**src/rtl/decode_stage_pkg.sv**
```systemverilog
// Shared RV base-opcode constants, immediate-type encodings and the
// per-instruction classification helper used by decode_stage.
package decode_stage_pkg;

  localparam logic [6:0] RISCV_LUI      = 7'b0110111;
  localparam logic [6:0] RISCV_AUIPC    = 7'b0010111;
  localparam logic [6:0] RISCV_JAL      = 7'b1101111;
  localparam logic [6:0] RISCV_JALR     = 7'b1100111;
  localparam logic [6:0] RISCV_BRANCH   = 7'b1100011;
  localparam logic [6:0] RISCV_LOAD     = 7'b0000011;
  localparam logic [6:0] RISCV_STORE    = 7'b0100011;
  localparam logic [6:0] RISCV_OP_IMM   = 7'b0010011;
  localparam logic [6:0] RISCV_OP       = 7'b0110011;
  localparam logic [6:0] RISCV_MISC_MEM = 7'b0001111;
  localparam logic [6:0] RISCV_SYSTEM   = 7'b1110011;

  typedef enum logic [2:0] {
    IMM_NONE = 3'd0,
    IMM_I    = 3'd1,
    IMM_S    = 3'd2,
    IMM_B    = 3'd3,
    IMM_U    = 3'd4,
    IMM_J    = 3'd5
  } imm_type_e;

  typedef struct packed {
    logic rs1_used;
    logic rs2_used;
    logic rd_write;
    logic illegal;
  } dec_flags_t;

  // Opcode outside the base set (including instr[1:0] != 2'b11) is illegal
  // and reports no register use.
  function automatic dec_flags_t classify(input logic [31:0] instr);
    dec_flags_t f;
    logic       wr;
    f  = '0;
    wr = 1'b0;
    case (instr[6:0])
      RISCV_OP: begin
        f.rs1_used = 1'b1;
        f.rs2_used = 1'b1;
        wr         = 1'b1;
      end
      RISCV_OP_IMM, RISCV_LOAD, RISCV_JALR: begin
        f.rs1_used = 1'b1;
        wr         = 1'b1;
      end
      RISCV_STORE, RISCV_BRANCH: begin
        f.rs1_used = 1'b1;
        f.rs2_used = 1'b1;
      end
      RISCV_LUI, RISCV_AUIPC, RISCV_JAL: wr = 1'b1;
      RISCV_MISC_MEM, RISCV_SYSTEM: ;
      default: f.illegal = 1'b1;
    endcase
    f.rd_write = wr & (instr[11:7] != 5'd0);
    return f;
  endfunction

endpackage

```
**src/rtl/decode_stage_imm_gen.sv**
```systemverilog
// Combinational immediate generator: builds the format-specific immediate
// and sign-extends bit 31 to XLEN (U-type included).
module decode_imm_gen
  import decode_stage_pkg::*;
#(
  parameter int XLEN = 32
) (
  input  logic [31:0]     i_instr,
  output logic [XLEN-1:0] o_imm,
  output logic            o_imm_valid,
  output imm_type_e       o_imm_type
);

  logic [31:0] w_imm32;

  always_comb begin
    w_imm32    = '0;
    o_imm_type = IMM_NONE;
    case (i_instr[6:0])
      RISCV_JALR, RISCV_LOAD, RISCV_OP_IMM: begin
        o_imm_type = IMM_I;
        w_imm32    = {{20{i_instr[31]}}, i_instr[31:20]};
      end
      RISCV_STORE: begin
        o_imm_type = IMM_S;
        w_imm32    = {{20{i_instr[31]}}, i_instr[31:25], i_instr[11:7]};
      end
      RISCV_BRANCH: begin
        o_imm_type = IMM_B;
        w_imm32    = {{19{i_instr[31]}}, i_instr[31], i_instr[7],
                      i_instr[30:25], i_instr[11:8], 1'b0};
      end
      RISCV_LUI, RISCV_AUIPC: begin
        o_imm_type = IMM_U;
        w_imm32    = {i_instr[31:12], 12'h000};
      end
      RISCV_JAL: begin
        o_imm_type = IMM_J;
        w_imm32    = {{11{i_instr[31]}}, i_instr[31], i_instr[19:12],
                      i_instr[20], i_instr[30:21], 1'b0};
      end
      default: ;
    endcase
  end

  assign o_imm_valid = (o_imm_type != IMM_NONE);
  // Replicating XLEN-31 copies keeps the expression legal when XLEN == 32.
  assign o_imm       = {{(XLEN-31){w_imm32[31]}}, w_imm32[30:0]};

endmodule

```
**src/rtl/decode_stage.sv**
```systemverilog
// Registered RV32/RV64 decode stage with valid/ready on both sides.
// Optional DECODE_SKID_EN: registered in_ready plus a 1-entry skid buffer.
module decode_stage
  import decode_stage_pkg::*;
#(
  parameter int XLEN     = 32,
  parameter int PC_WIDTH = 32
) (
  input  logic                clk,
  input  logic                reset,
  input  logic                flush,
  input  logic                in_valid,
  output logic                in_ready,
  input  logic [31:0]         in_instr,
  input  logic [PC_WIDTH-1:0] in_pc,
  output logic                out_valid,
  input  logic                out_ready,
  output logic [PC_WIDTH-1:0] out_pc,
  output logic [6:0]          out_opcode,
  output logic [2:0]          out_func3,
  output logic [6:0]          out_func7,
  output logic [4:0]          out_rs1,
  output logic [4:0]          out_rs2,
  output logic [4:0]          out_rd,
  output logic [XLEN-1:0]     out_imm,
  output logic                out_imm_valid,
  output logic [2:0]          out_imm_type,
  output logic                out_rs1_used,
  output logic                out_rs2_used,
  output logic                out_rd_write,
  output logic                out_illegal
);

  typedef struct packed {
    logic [PC_WIDTH-1:0] pc;
    logic [31:0]         instr;
    logic [XLEN-1:0]     imm;
    logic                imm_valid;
    logic [2:0]          imm_type;
    dec_flags_t          flags;
  } stage_t;

  logic [XLEN-1:0] w_imm;
  logic            w_imm_valid;
  imm_type_e       w_imm_type;
  stage_t          w_dec;
  stage_t          r_out;
  logic            r_out_valid;
  logic            w_in_fire;

  decode_imm_gen #(.XLEN(XLEN)) u_imm_gen (
    .i_instr     (in_instr),
    .o_imm       (w_imm),
    .o_imm_valid (w_imm_valid),
    .o_imm_type  (w_imm_type)
  );

  always_comb begin
    w_dec           = '0;
    w_dec.pc        = in_pc;
    w_dec.instr     = in_instr;
    w_dec.imm       = w_imm;
    w_dec.imm_valid = w_imm_valid;
    w_dec.imm_type  = w_imm_type;
    w_dec.flags     = classify(in_instr);
  end

  assign w_in_fire = in_valid & in_ready;

`ifdef DECODE_SKID_EN
  stage_t r_skid;
  logic   r_skid_valid;
  logic   r_in_ready;
  logic   w_out_load;

  assign in_ready   = r_in_ready;
  assign w_out_load = !r_out_valid | out_ready;

  // in_ready is only low while the skid holds an entry, so an input never
  // arrives in the same cycle the skid drains into the output register.
  always_ff @(posedge clk) begin
    if (reset) begin
      r_out        <= '0;
      r_out_valid  <= 1'b0;
      r_skid       <= '0;
      r_skid_valid <= 1'b0;
      r_in_ready   <= 1'b1;
    end else if (flush) begin
      r_out_valid  <= 1'b0;
      r_skid_valid <= 1'b0;
      r_in_ready   <= 1'b1;
    end else if (w_out_load) begin
      if (r_skid_valid) begin
        r_out        <= r_skid;
        r_out_valid  <= 1'b1;
        r_skid_valid <= 1'b0;
        r_in_ready   <= 1'b1;
      end else if (w_in_fire) begin
        r_out       <= w_dec;
        r_out_valid <= 1'b1;
      end else begin
        r_out_valid <= 1'b0;
      end
    end else if (w_in_fire) begin
      r_skid       <= w_dec;
      r_skid_valid <= 1'b1;
      r_in_ready   <= 1'b0;
    end
  end
`else
  assign in_ready = !r_out_valid | out_ready;

  always_ff @(posedge clk) begin
    if (reset) begin
      r_out       <= '0;
      r_out_valid <= 1'b0;
    end else if (flush) begin
      r_out_valid <= 1'b0;
    end else if (w_in_fire) begin
      r_out       <= w_dec;
      r_out_valid <= 1'b1;
    end else if (out_ready) begin
      r_out_valid <= 1'b0;
    end
  end
`endif

  assign out_valid     = r_out_valid;
  assign out_pc        = r_out.pc;
  assign out_opcode    = r_out.instr[6:0];
  assign out_func3     = r_out.instr[14:12];
  assign out_func7     = r_out.instr[31:25];
  assign out_rs1       = r_out.instr[19:15];
  assign out_rs2       = r_out.instr[24:20];
  assign out_rd        = r_out.instr[11:7];
  assign out_imm       = r_out.imm;
  assign out_imm_valid = r_out.imm_valid;
  assign out_imm_type  = r_out.imm_type;
  assign out_rs1_used  = r_out.flags.rs1_used;
  assign out_rs2_used  = r_out.flags.rs2_used;
  assign out_rd_write  = r_out.flags.rd_write;
  assign out_illegal   = r_out.flags.illegal;

endmodule

```
**config.mk**
```make
export PLATFORM = sky130hd
export DESIGN_NAME = decode_stage
export DESIGN_NICKNAME = d
export VERILOG_FILES = /design/src/rtl/decode_stage_pkg.sv /design/src/rtl/decode_stage_imm_gen.sv /design/src/rtl/decode_stage.sv
export SDC_FILE = /design/constraint.sdc
export NUM_CORES = 1
export LEC_CHECK = 0
export BUFFER_PORTS_ARGS = -buffer_cell sky130_fd_sc_hd__buf_2
export CORE_MARGIN = 1.5
export CORE_UTILIZATION = 30
export CTS_CLUSTER_DIAMETER = 60
export CTS_CLUSTER_SIZE = 28
export DETAILED_ROUTE_END_ITERATION = 16
export PLACE_DENSITY = 0.61
export RECOVER_POWER = 50
export SLEW_MARGIN = 20
export SYNTH_ARGS = -nofsm -noshare
export SYNTH_HDL_FRONTEND = slang
export SYNTH_SLANG_ARGS = --single-unit
```
**constraint.sdc**
```tcl
create_clock -name clk -period 4.5 [get_ports clk]
set_input_delay 0 -clock clk [delete_from_list [all_inputs] [get_ports clk]]
set_output_delay 0 -clock clk [all_outputs]
set_load 0.1 [all_outputs]
```
==> impl_metrics.json <==
{
  "path_max_fanout": 48,
  "finalWeightedCongestion": 0.796,
  "cp-startpoint": "out_valid",
  "dp_hpwl_um": 8840,
  "setup_violations": 0,
  "via_per_inst": 4.83,
  "crit_type": "reg2reg",
  "cp_data_required_time_ps": 4770,
  "critical_path_buf_inv_count": 2,
  "cts_resized": 0,
  "wire_per_inst_um": 14.3,
  "layout_commonest_cell": "nand2_1",
  "dp.cells": 831,
  "synthArstFlopShare": 0,
  "start_util": 0.306,
  "cts_tree": "done",
  "crit_path_end_kind": "register",
  "cts.sinks": 105,
  "antenna_cells": 0,
  "ys_types": 44,
  "skew_ps": 4.65,
  "postCtsHoldBufs": 62,
  "path_clk_slew_ps": 70,
  "grt_pass1_wl_um": 20200,
  "grt_max_degree": 54,
  "powerDensity_nw_per_um2": 367,
  "slew_headroom": 0.173,
  "status": "finished, final reports clean",
  "drv_cap": 0,
  "fin_crit_sh": 0.536,
  "cts_buffer_depth": 2,
  "netlist.area_leader.share": 0.499,
  "antenna_found_initial": 1,
  "remaining_drc_errors": 0,
  "synthCells": 515,
  "ir_drop_uv": 166,
  "cp.arrival_ps": 2680,
  "crit_path_start_kind": "register",
  "synth_flop_cell": "dfxtp_1",
  "dr.pass1.iters": 4,
  "dpl-instance-area_um2": 5160,
  "layout_common_cells": "nand2_1 (171), clkbuf_1 (107), dfxtp_1 (105)",
  "cp_cell_sequence": "nor2b_1 -> inv_1 -> nand2b_2 -> buf_4 -> nand2_1 -> a21oi_1",
  "max_freq_ghz": 0.415,
  "num_vias": 4387,
  "tns_ps": 0,
  "crit_family": "simple AND/OR/NAND/NOR gates",
  "yosysWarningCount": 0,
  "worstHoldStart": "in_instr[2]",
  "dieHeight_um": 121,
  "io_buffers": 174,
  "cts_setup_buffers": 0,
  "clk_latency_ps": 340,
  "areaGrowthSynthToFinish_pct": 42.2,
  "tightest_slew_ps": 1250,
  "whs_ps": 23.3,
  "core_um2": 13800,
  "drt_wl_total_um": 13000,
  "grt_use_total": 0.175,
  "nNetsFinal": 794,
  "critPathSlowestCell": "nand2b_2",
  "worstReg2RegStart": "out_valid",
  "ys_seq_area_frac": 0.499,
  "synth_edf_count": 0,
  "final_max_slew_viol_count": 0,
  "syn_area_um2": 4210,
  "design_area_um2": 5980,
  "ys_ff_latch": 105,
  "cellLeakagePower_nw": 2.09,
  "drt_iter0_markers": 182,
  "rsz0062_at_grt": "false",
  "slowest_delay_ps": 690,
  "grt_pass1_vias": 4098,
  "io_pins": 175,
  "syn_nets": 584,
  "syn_avg_cell_area_um2": 8.17,
  "dieArea_um2": 14800,
  "finalHoldViolCount": 0,
  "min-delay-path-class": "in2reg",
  "ant_nets": 0,
  "period_minus_slack_ps": 2410,
  "final_cells": 909,
  "synthTopCellsByArea": "dfxtp_1 (50%), nand2_1 (15%), a21oi_1 (10%)",
  "die_x_um": 121,
  "yosys.area.top_type": "dfxtp_1",
  "grt_overflow": 0,
  "h-tree-depth": 3,
  "cts_buffers": 9,
  "drive_above_1_share": 0.154,
  "rows": 43,
  "cts_root_buffer": "clkbuf_16"
}
## final timing paths
path,endpoint,slack [ps],depth (start not counted)
worst max-delay path,out_rd[2],2090,6
worst min-delay path,out_opcode[2],20,3
worst max register to register,out_rd[2],2090,6
worst min register to register,out_imm[18],450,2
## registers in the layout (all words and copies together), names as in the netlist, 3 cells and up
| signal | flops |
|---|---|
| out_rd | 5 |
| out_imm | 32 |
| out_opcode | 7 |
| out_func3 | 3 |
| out_rs1 | 5 |
| out_rs2 | 5 |
| out_imm_type | 3 |
| out_pc | 32 |
| out_func7 | 7 |
## per-stage QoR
step,power [mW],util,setup slack (ps)
finish,2.19,0.435,2090
global route,2.29,0.435,1730
CTS,2.23,0.441,2030
detailed placement,1.39,0.375,2060
global placement,1.39,0.375,2170
floorplan,1.30,-,1730
## final cells by class
cell class | count | area (µm²)
Timing Repair Buffer | 242 | 1430
Fill cell | 1481 | 7790
Clock inverter | 2 | 37.5
Multi-Input combinational cell | 363 | 1920
Inverter | 4 | 15.0
Sequential cell | 105 | 2100
Tap cell | 180 | 225
Clock buffer | 13 | 260
## cells in the mapped netlist, drive strengths merged, types with 2 or more instances
library cell,instances
buf,16
nor4,4
a32oi,2
clkbuf,27
nand2b,3
a211oi,2
a22oi,27
nor2b,2
nand4b,4
a21oi,88
o211ai,6
dfxtp,105
nand2,171
or4,2
nor3,3
o21ai,18
nor2,13
inv,4
o31ai,2
a211o,2
## per-layer routing
layer | routed length [µm] | GRT usage | vias up
li1 | - | - | 2180
met5 | 16 | 0 | -
met3 | 841 | 0.0456 | 37
met2 | 6020 | 0.273 | 154
met1 | 5570 | 0.212 | 2014
met4 | 555 | 0.115 | 2
## power by group
part	switching (mW)	internal, mW	leakage [nW]	total (mW)
clock network	0.328	0.459	0.142	0.787
logic	0.333	0.101	1.09	0.434
registers	0.0154	0.958	0.854	0.974
total	0.676	1.52	2.09	2.19
## tightest hold or removal path: cells and delay by family
family / cells / cell delay [ps]
compound gates: 1 / 50
buf+inv: 1 / 180
simple gates: 1 / 90
## logic make-up (layout without fill, tap and decap cells)
group	Yosys count	count (layout)	share of synthesized area
buf+inv	47	261	0.0505
compound gates	154	154	0.239
mux	1	1	0.00268
flops	105	105	0.499
simple gates	208	208	0.209
No activity file was read; power rests on OpenSTA's default activity.
